**src/rtl/mult_control.sv**
```systemverilog
// Sequencing controller for a shift-add signed multiplier datapath.
// A rising edge on run_i (seen in IDLE or DONE) launches one fixed-length pass:
// one clear cycle, then WIDTH add/sub-then-shift iterations, then DONE until
// the next rising edge. The load/clear request is only honoured while no pass
// is in flight.
module mult_control #(
  parameter int WIDTH = 8,
  parameter int CW    = $clog2(WIDTH)
) (
  input  logic          clk,
  input  logic          reset,
  input  logic          run_i,
  input  logic          load_clr_i,
  input  logic          m_i,
  output logic          clr_xa,
  output logic          ld_b,
  output logic          add,
  output logic          sub,
  output logic          shift,
  output logic          busy,
  output logic          done,
  output logic [CW-1:0] iter
);

  typedef enum logic [2:0] {
    S_IDLE  = 3'd0,
    S_CLR   = 3'd1,
    S_ADD   = 3'd2,
    S_SHIFT = 3'd3,
    S_DONE  = 3'd4
  } state_t;

  localparam logic [CW-1:0] LAST_ITER = CW'(WIDTH - 1);

  state_t        state_q;
  logic [CW-1:0] iter_q;
  logic          run_q;
  logic          idle_or_done_s;
  logic          start_s;
  logic          last_iter_s;

  assign idle_or_done_s = (state_q == S_IDLE) || (state_q == S_DONE);
  // run_q comes out of reset high, so a run level held through reset is not an edge
  assign start_s        = run_i & ~run_q & idle_or_done_s;
  assign last_iter_s    = (iter_q == LAST_ITER);

  // Pass sequencer: state, iteration counter and run edge history
  always_ff @(posedge clk) begin
    if (reset) begin
      state_q <= S_IDLE;
      iter_q  <= '0;
      run_q   <= 1'b1;
    end else begin
      run_q <= run_i;
      case (state_q)
        S_IDLE: begin
          if (start_s) state_q <= S_CLR;
          else         state_q <= S_IDLE;
        end
        S_CLR: begin
          iter_q  <= '0;
          state_q <= S_ADD;
        end
        S_ADD: begin
          state_q <= S_SHIFT;
        end
        S_SHIFT: begin
          if (last_iter_s) begin
            state_q <= S_DONE;
          end else begin
            iter_q  <= iter_q + CW'(1);
            state_q <= S_ADD;
          end
        end
        S_DONE: begin
          // iter keeps WIDTH-1 here; only a fresh run edge leaves DONE
          if (start_s) state_q <= S_CLR;
          else         state_q <= S_DONE;
        end
        default: begin
          state_q <= S_IDLE;
          iter_q  <= '0;
        end
      endcase
    end
  end

  // Strobe decode from state; add/sub follow m_i directly, everything is forced low during reset
  always_comb begin
    clr_xa = 1'b0;
    ld_b   = 1'b0;
    add    = 1'b0;
    sub    = 1'b0;
    shift  = 1'b0;
    busy   = 1'b0;
    done   = 1'b0;
    iter   = '0;
    if (!reset) begin
      iter = iter_q;
      case (state_q)
        S_IDLE: begin
          ld_b   = load_clr_i;
          clr_xa = load_clr_i;
        end
        S_CLR: begin
          clr_xa = 1'b1;
          busy   = 1'b1;
        end
        S_ADD: begin
          busy = 1'b1;
          // the final (sign) bit of the multiplier carries negative weight
          add  = m_i & ~last_iter_s;
          sub  = m_i & last_iter_s;
        end
        S_SHIFT: begin
          shift = 1'b1;
          busy  = 1'b1;
        end
        S_DONE: begin
          done   = 1'b1;
          ld_b   = load_clr_i;
          clr_xa = load_clr_i;
        end
        default: begin
          clr_xa = 1'b0;
        end
      endcase
    end else begin
      iter = '0;
    end
  end

endmodule

```
**config.mk**
```make
export PLATFORM = sky130hd
export DESIGN_NAME = mult_control
export DESIGN_NICKNAME = d
export VERILOG_FILES = /design/src/rtl/mult_control.sv
export SDC_FILE = /design/constraint.sdc
export NUM_CORES = 1
export LEC_CHECK = 0
export BUFFER_PORTS_ARGS = -buffer_cell sky130_fd_sc_hd__buf_2
export CORE_AREA = 10 10 47 49
export CTS_CLUSTER_DIAMETER = 80
export DETAILED_ROUTE_END_ITERATION = 8
export DIE_AREA = 0 0 57 59
export PLACE_DENSITY = 0.54
export SETUP_SLACK_MARGIN = 0.15
export SLEW_MARGIN = 5
export SYNTH_ARGS = -nofsm -noshare
export SYNTH_HDL_FRONTEND = slang
export SYNTH_SLANG_ARGS = --single-unit
```
**constraint.sdc**
```tcl
create_clock -name clk -period 1.95 [get_ports clk]
set_input_delay 0.39 -clock clk [delete_from_list [all_inputs] [get_ports clk]]
set_output_delay 0.39 -clock clk [all_outputs]
set_load 0.02 [all_outputs]
```
* Word-level counts from Yosys, hierarchy flattened
Index checks and enable logic that the tools add are counted.
Storage, ports and cells: output and inout bits 10, bits of input ports 5, bits in registers 7, logic and storage cells 44
Cells by class: eq/ne operators 6, reduce and logical (&&, ||, !) cells 6, add/subtract/negate cells 1, bitwise gates (word level) 7, muxes and demuxes 21
Operators with widths (number):
- case mux 3 bit (5 select lines) | 1
- 2-to-1 mux 1 bit | 14
- 2-to-1 mux 3 bit | 4
- equality test 3 x 2 -> 1 bit, second input constant | 2
- equality test 3 bit, second input constant | 2
- case mux 3 bit (2 select lines) | 1
- OR reduction 3 bit | 2
- AND 1 bit | 4
- adder 3 x 1 -> 3 bit, second input constant | 1
- equality test 3 x 1 -> 1 bit, second input constant | 1
- logical NOT 3 bit | 1
- NOT 1 bit | 3
- inequality test 2 bit, second input constant | 1
- case mux 1 bit (2 select lines) | 1
- AND reduction 2 bit | 1
- OR reduction 2 bit | 1
- logical OR 1 bit | 1

* Depth between registers and ports, before layout
Gate-level depths: netlist of the first run.
depth in word-level cells 5, mapped depth 5, gate-level depth less buffers 5

* Worst setup path before layout of the first run
Ideal clock, no wire load.
path type register to output, from reg iter_q[0], to out sub, path buffers 0, stages on the path, launching flop included 4, data required time 1560 ps, path slack 305 ps, data arrival time 1255 ps, cell sequence dfxtp_1 -> ha_1 -> ha_1 -> nor3b_1
On the way: word-level cells in the longest chain between the ends 4
RTL lines:
- start, declared | line 36 | logic [CW-1:0] iter_q;
- start signal, assigned | line 71 | iter_q <= iter_q + CW'(1);
- equality test 3 bit | line 45 | assign last_iter_s = (iter_q == LAST_ITER);
- AND 1 bit | line 113 | sub = m_i & last_iter_s;
- 2-to-1 mux 1 bit | line 100 | case (state_q)
- 2-to-1 mux 1 bit | line 98 | if (!reset) begin
- end, declared | line 18 | output logic sub,
Every way passes these cells.

* Worst setup path after layout of the first run
Ends and elaborated chain as after synthesis.

==> metrics, run 1 <==
TritonCTS Buffers 3; commonest non-fill, non-tap cell in the layout buf_2; fin. max-slew vios 0; most frequent cells in the layout buf_2, nor3_1, nand3_1, dfxtp_1, a21oi_1; main combinational cell family by area after synthesis simple AND/OR/NAND/NOR gates; Die Area 3363 µm²; CTS clk-pin slew, worst paths 60 ps; post-synthesis mux area share 5.263%; Setup Skew 8.099 ps; synthesis warning total 0; Worst Tran Pin Value 382.6 ps; slew margin rel. 74.46%; Final Non-Filler Cells 81; Hold Crit Class input pin to flop; clk buf depth 2; initial antenna violation count 0; Root Driver clkbuf_4; Chip Height 59 µm; drt drc 0; Fin Setup TNS 0 ps; Post-Syn Nets 58; largest fanout on the critical path 7; vias per cell 4.901; ranking of synthesized cells by area dfxtp_1, nand3_1, nor3_1, ha_1, a21oi_1; remaining global-route overflow 0; Mapped Cells 51; Final Setup Violations 0; register bit total from synthesis 7; Critical Path AT 1360 ps; mean cell area of the mapped netlist 7.924 µm²; Wirelength per Cell 12.42 µm; core area 1401 µm²; hold buffer count at CTS 0; total wire length 1006 µm; share of cells above drive strength 1 36.92%; CTS tree yes; post-route ant nets 0; CP required 1560 ps; Ports 15; largest net degree at the start of global routing 15; Tot GR Track Use 5.597%; fin nets 73; Synth top area share 34.67%; Antenna Cells 0; crit path time final 1750 ps; DR pass1 iterations 4; Period Utilization, post-route 89.75%; DR vias 397; Buffers on Ports 14; Max VDD drop 0.4616 mV; complex-gate fraction of the synthesized area 7.430%; Initial Util 28.84%; Worst setup SP type flop; Leakage 0.2141 nW; first-pass GRT wire length 1559 µm; Simple-Gate Fraction of Synth Area 40.25%; vias in the first global route 355; FMAX 571.4 MHz; hold violation count in the final report 0; area delta synth->final 28.48%; Final Wtd Congestion 0.8090; Placed Cells 77; H-tree levels 1; Setup Crit Path Kind flop to primary output; Distinct cells, synth 21; status finished clean; Adder-Cell Fraction of Synth Area 6.192%; FP Rows 14; Clk Latency, worst-skew pair 260 ps; XOR/XNOR Fraction of Synth Area 0%; register area share after synthesis 34.67%; initial DRC count 10; Yosys top cell by area dfxtp_1; unrepaired setup endpoints after global routing false; P per Cell Area 621.5 nW/µm²; post-DP HPWL 718.2 µm; Die Width 57 µm; maxcap violations 0; clk sink count 7; CP Capture Type primary output; Cell Area, Synth 404.1 µm²
[final cells by class]
type                            count  area (µm²)
Clock buffer                        3       22.52
Clock inverter                      1       5.005
Fill cell                         157       882.1
Inverter                            1       3.754
Multi-Input combinational cell     39       254.0
Sequential cell                     7       141.4
Tap cell                           16       20.02
Timing Repair Buffer               14       72.57
[flip-flops by register name, summed over array words and instances (netlist names)]
register	cells
run_q	1
iter_q	3
state_q	3
[repair_timing]
item / 4_1_cts / 5_1_grt
buffers inserted: 0 / 0
pin swaps: 0 / 0
setup endpoints to repair: 2 / 2
gates resized for setup: 2 / 3
cloned: 0 / 0
[synth_stat cells]
library cell / count
a21bo_2: 1
a21oi_1: 4
and2_1: 3
buf_2: 2
buf_4: 1
clkbuf_1: 1
dfxtp_1: 7
ha_1: 2
inv_1: 1
mux2_2: 1
mux2i_1: 1
nand2_1: 2
nand2b_1: 1
nand3_1: 6
nand4_1: 3
nor2_1: 3
nor2b_1: 3
nor3_1: 6
nor3b_1: 1
or2_2: 1
or4_1: 1
[report_power, final]
part           switching [mW]  internal, mW
registers             0.00809         0.147
logic                  0.0194        0.0154
clock network          0.0575        0.0751
[cell families after synthesis]
group / Yosys count
AND/OR/NAND/NOR: 30
buffers and inverters: 5
adder cells (fa/ha/maj): 2
AO/OA/AOI/OAI: 5
multiplexers: 2
flip-flops: 7
[path summary, 6_finish.rpt]
kind	startpoint	end	slack (ps)	cells after the start
worst min register to register	iter_q[1]	iter_q[1]	490	2
worst max-delay path	iter_q[0]	sub	200	4
worst max register to register	iter_q[0]	iter_q[0]	570	4
worst min-delay path	run_i	run_q	330	2
[layer usage]
metal | part of all wire [%] | vias up | global-route usage, %
met5 | 0 | - | 0
met4 | 0 | 0 | 3.020
met3 | 12 | 0 | 3.433
met2 | 39 | 14 | 6.047
met1 | 49 | 176 | 7.803
li1 | - | 207 | -
[worst max-delay path, stage by stage, from the launching register on]
cell and delay [ps]:
dfxtp_1 370, ha_2 210, ha_4 170, nor3b_1 190, buf_4 170
[stage by stage]
stage          hold slack (ps)  worst slack, ps  total power, mW  cell area, µm²  util, %
3_3_place_gp             473.9            379.1           0.1933           473.0    33.75
5_1_grt                  340.3            105.2           0.3394           519.2    37.05
6_report                 334.6            199.8           0.3227           519.2    37.05
3_5_place_dp             475.9            382.0           0.1930           473.0    33.75
4_1_cts                  329.5            176.0           0.3278           513.0    36.61
2_1_floorplan            455.6            305.1           0.1820           404.1        -
Note: power is estimated with default switching activity, not from simulation.
==> run 2, diff against run 1 <==
--- a/config.mk
+++ b/config.mk
@@ -6,11 +6,13 @@
 export NUM_CORES = 1
 export LEC_CHECK = 0
 export BUFFER_PORTS_ARGS = -buffer_cell sky130_fd_sc_hd__buf_2
-export CORE_AREA = 10 10 47 49
+export CELL_PAD_IN_SITES_DETAIL_PLACEMENT = 2
+export CELL_PAD_IN_SITES_GLOBAL_PLACEMENT = 2
+export CORE_MARGIN = 10
+export CORE_UTILIZATION = 24
 export CTS_CLUSTER_DIAMETER = 80
 export DETAILED_ROUTE_END_ITERATION = 8
-export DIE_AREA = 0 0 57 59
-export PLACE_DENSITY = 0.54
+export PLACE_DENSITY = 0.72
 export SETUP_SLACK_MARGIN = 0.15
 export SLEW_MARGIN = 5
 export SYNTH_ARGS = -nofsm -noshare
==> metrics, run 2 (synthesized netlist as in run 1, its figures left out) <==
fin. max-slew vios 0 (unchanged); CP required 1560 ps (about the same); Worst Tran Pin Value 357.3 ps (-25.26 ps); crit path time final 1708 ps (-42.63 ps); CTS clk-pin slew, worst paths 60 ps (about the same); CP Launch Point iter_q[0]; slew margin rel. 76.15% (+1.7 points); Initial Util 26.22% (-2.6 points); maxcap violations 0 (unchanged); Largest regs iter_q: 3 flops, state_q: 3 flops, run_q: 1 flops; Worst setup SP type flop; Fin Setup TNS 0 ps (unchanged); unrepaired setup endpoints after global routing true; Fillers 179 (+14%); P per Cell Area 616.9 nW/µm² (-0.74%); Post-CTS Setup Bufs 0 (unchanged); hold path endpoint run_q; Worst path depth 4 (unchanged); TritonCTS Buffers 3 (unchanged); FP Rows 14 (unchanged); CTS tree yes; commonest non-fill, non-tap cell in the layout buf_2; WHS 343.8 ps (+9.181 ps); largest fanout on the critical path 7 (unchanged); post-DP HPWL 927 µm (+29%); vias per cell 5.136 (+4.8%); core area 1541 µm² (+10%); status finished clean; Critical Path AT 1320 ps (-40 ps); Period Utilization, post-route 87.57% (-2.2 points); Chip Height 61.04 µm (+3.4%); Hold Crit Class input pin to flop; Max VDD drop 0.2563 mV (-44%); Wirelength per Cell 14.64 µm (+18%); R2R depth 4 (unchanged); remaining global-route overflow 0 (unchanged); hold violation count in the final report 0 (unchanged); FMAX 585.6 MHz (+2.5%); area delta synth->final 29.41%; initial antenna violation count 0 (unchanged); Worst R2R Setup Slack 560 ps (about the same); Setup Skew 3.541 ps (-4.558 ps); Root Driver clkbuf_4; RR Startpoint iter_q[0]; hold path depth 2 (unchanged); most frequent cells in the layout buf_2, nor3_1, nand3_1; clk buf depth 2 (unchanged); Buffers on Ports 14 (unchanged); crit-path leading delay family adder cells; largest net degree at the start of global routing 15 (unchanged); Largest stage delay, worst path 330 ps (-40 ps); clk sink count 7 (unchanged); Tot GR Track Use 7.002% (+1.4 points); Die Area 3725 µm² (+11%); first-pass GRT wire length 1973 µm (+27%); Final Setup Violations 0 (unchanged); post-route ant nets 0 (unchanged); DR pass1 iterations 3 (-1); fin nets 73 (unchanged); CP Capture Type primary output; Final Non-Filler Cells 81 (unchanged); Power Total 0.3227 mW (about the same); HP Start run_i; Setup Crit Path Kind flop to primary output; initial DRC count 2 (-8); critical-path cell list ha_2, ha_4, nor3_1, buf_2; share of cells above drive strength 1 40.00% (+3.1 points); vias in the first global route 424 (+19%); r2r endpoint iter_q[0]; total wire length 1186 µm (+18%); Leakage 0.2125 nW (-0.74%); Ports 15 (unchanged); Die Width 61.04 µm (+7.1%); CP bufs+invs 1 (unchanged); hold buffer count at CTS 0 (unchanged); DR vias 416 (+4.8%); Final Wtd Congestion 0.6693 (-17%); Clk Latency, worst-skew pair 250 ps (about the same); Antenna Cells 0 (unchanged); post-layout util 33.93% (-3.1 points); highest-delay cell along the critical path dfxtp_2; drt drc 0 (unchanged); H-tree levels 1 (unchanged); Placed Cells 77 (unchanged)
[run 2: layout make-up]
type	count	area [µm²]	share of cell area (%)
Inverter	1	3.754	0.7177
Sequential cell	7	143.9	27.51
Multi-Input combinational cell	39	259.0	49.52
Clock buffer	4	26.28	5.024
Timing Repair Buffer	14	70.07	13.40
Tap cell	16	20.02	3.828
[run 2: where the power goes]
part           switching, mW  internal (mW)  leakage, nW  total, mW
combinational         0.0208         0.0155        0.139     0.0363
clock                 0.0529         0.0781       0.0150      0.131
sequential           0.00788          0.148       0.0583      0.155
total                 0.0816          0.241        0.212      0.323
[run 2: worst max-delay path by stage]
stage | end | slack [ps]
after global routing | clr_xa | 140
after global placement | sub | 360
final | add | 240
after CTS | sub | 160
after detailed placement | sub | 340
after floorplan | sub | 310
[run 2: routing by layer]
| layer | wire length, µm | vias to the layer above | track usage (%) |
|---|---|---|---|
| li1 | - | 211 | - |
| met1 | 515 | 192 | 7.218 |
| met2 | 536 | 11 | 11.53 |
| met3 | 124 | 2 | 2.675 |
| met4 | 10 | 0 | 4.702 |
| met5 | 0 | - | 0 |
[run 2: per-stage QoR]
stage	setup WS [ps]	instance area (µm²)
finish	242.4	523.0
global route	137.4	523.0
CTS	156.8	513.0
detailed placement	340.4	473.0
global placement	361.5	473.0
floorplan	305.1	404.1
[run 2: timing repair]
action / CTS / global route
cloned: 0 / 0
endpoints found under the setup margin: 2 / 3
resized for setup: 3 / 4
==> run 3, diff against run 2 <==
--- a/config.mk
+++ b/config.mk
@@ -13,6 +13,7 @@
 export CTS_CLUSTER_DIAMETER = 80
 export DETAILED_ROUTE_END_ITERATION = 8
 export PLACE_DENSITY = 0.72
+export RECOVER_POWER = 25
 export SETUP_SLACK_MARGIN = 0.15
 export SLEW_MARGIN = 5
 export SYNTH_ARGS = -nofsm -noshare
==> metrics, run 3 (synthesized netlist as in run 1, its figures left out) <==
unrepaired setup endpoints after global routing true; Logic pwr share 11.2% (about the same); CTS tree yes; Root Driver clkbuf_4; clk sink count 7 (unchanged); slew margin rel. 60.24% (-16 points); DR pass1 iterations 4 (+1); largest fanout on the critical path 12 (+5); Period Utilization, post-route 90.31% (+2.7 points); Max VDD drop 0.2520 mV (-1.7%); Worst Tran Pin Value 596.4 ps (+239.1 ps); vias in the first global route 424 (unchanged); post-DP HPWL 927 µm (unchanged); Power Total 0.3207 mW (-0.62%); FMAX 567.8 MHz (-3.0%); status finished clean; Setup Skew 1.535 ps (-2.006 ps); Die Width 61.04 µm (unchanged); drt drc 0 (unchanged); core area 1541 µm² (unchanged); WHS 345.7 ps (+1.911 ps); initial DRC count 3 (+1); Wirelength per Cell 14.57 µm (-0.51%); FP Rows 14 (unchanged); Tot GR Track Use 7.002% (unchanged); Final Setup Violations 0 (unchanged); WL met1 493 µm (-4.3%); Final Non-Filler Cells 81 (unchanged); Fin Setup TNS 0 ps (unchanged); Placed Cells 77 (unchanged); remaining global-route overflow 0 (unchanged); total wire length 1180 µm (-0.51%); fin. max-slew vios 0 (unchanged); CTS clk-pin slew, worst paths 50 ps (about the same); wire length on met3 124 µm (unchanged); CP required 1560 ps (about the same); Buffers on Ports 14 (unchanged); area delta synth->final 28.17%; Clock Power Share 40.4% (-0.2 points); Chip Height 61.04 µm (unchanged); fin nets 73 (unchanged); CP Capture Type primary output; Leakage 0.2115 nW (-0.46%); first-pass GRT wire length 1973 µm (unchanged); P per Cell Area 619.0 nW/µm² (+0.34%); maxcap violations 0 (unchanged); Initial Util 26.22% (unchanged); Setup Crit Path Kind flop to primary output; H-tree levels 1 (unchanged); post-layout util 33.60% (-0.32 points); post-route ant nets 0 (unchanged); TritonCTS Buffers 3 (unchanged); hold violation count in the final report 0 (unchanged); Max Used Layer met4; clk buf depth 2 (unchanged); Critical Path AT 1370 ps (+50 ps); hold buffer count at CTS 0 (unchanged); Int Pwr 0.2402 mW (-0.34%); Post-CTS Setup Bufs 0 (unchanged); most frequent cells in the layout buf_2, nor3_1, nand3_1; Largest regs iter_q: 3 flops, state_q: 3 flops, run_q: 1 flops; Hold Crit Class input pin to flop; DR vias 419 (+0.72%); total net switching power 0.08042 mW (-1.5%); Die Area 3725 µm² (unchanged); Worst setup SP type flop; Clk Latency, worst-skew pair 240 ps (about the same); Ports 15 (unchanged); met2 routed WL 552 µm (+3.0%); vias per cell 5.173 (+0.72%); crit path time final 1761 ps (+53.47 ps); sequential share of power 48.4% (+0.2 points); Final Wtd Congestion 0.6693 (unchanged); share of cells above drive strength 1 35.38% (-4.6 points); Antenna Cells 0 (unchanged); Switching Fraction 25.08% (-0.21 points); largest net degree at the start of global routing 15 (unchanged); commonest non-fill, non-tap cell in the layout buf_2; initial antenna violation count 0 (unchanged)
-- run 3: worst paths after layout --
check | startpoint | to | slack (ps) | depth (start not counted)
max | state_q[1] | sub | 190 | 3
min | run_i | run_q | 350 | 2
max reg2reg | iter_q[0] | iter_q[0] | 520 | 4
min reg2reg | iter_q[0] | iter_q[0] | 490 | 2
-- run 3: through the flow --
stage          area [µm²]  setup slack [ps]
6_report            518.0             188.9
5_1_grt             518.0             70.89
4_1_cts             513.0             156.8
3_5_place_dp        473.0             340.4
3_3_place_gp        473.0             361.5
2_1_floorplan       404.1             305.1
-- run 3: cell type report --
type	count	area (µm²)
Inverter	1	3.754
Fill cell	182	1023
Tap cell	16	20.02
Multi-Input combinational cell	39	256.5
Sequential cell	7	142.6
Clock buffer	4	26.28
Timing Repair Buffer	14	68.82
-- run 3: power groups by stage --
stage               Combinational [mW]  Sequential [mW]  Clock (mW)
floorplan                       0.0306            0.151           0
global placement                0.0359            0.158           0
detailed placement              0.0370            0.158           0
CTS                             0.0371            0.155       0.137
global route                    0.0400            0.156       0.149
finish                          0.0359            0.155       0.130
-- run 3: what timing repair did --
item	in CTS	in global routing
endpoints found under the setup margin	2	3
endpoints found under the hold margin	0	0
resized for setup	3	4
-- run 3: critical path: stages (launching register included) --
cell and delay [ps]:
dfxtp_1 560, nand3_1 180, nor3b_2 200, buf_2 180
-- run 3: per-layer routing --
metal	track usage (%)	vias up
li1	-	211
met1	7.218	195
met2	11.53	11
met3	2.675	2
met4	4.702	0
met5	0	-
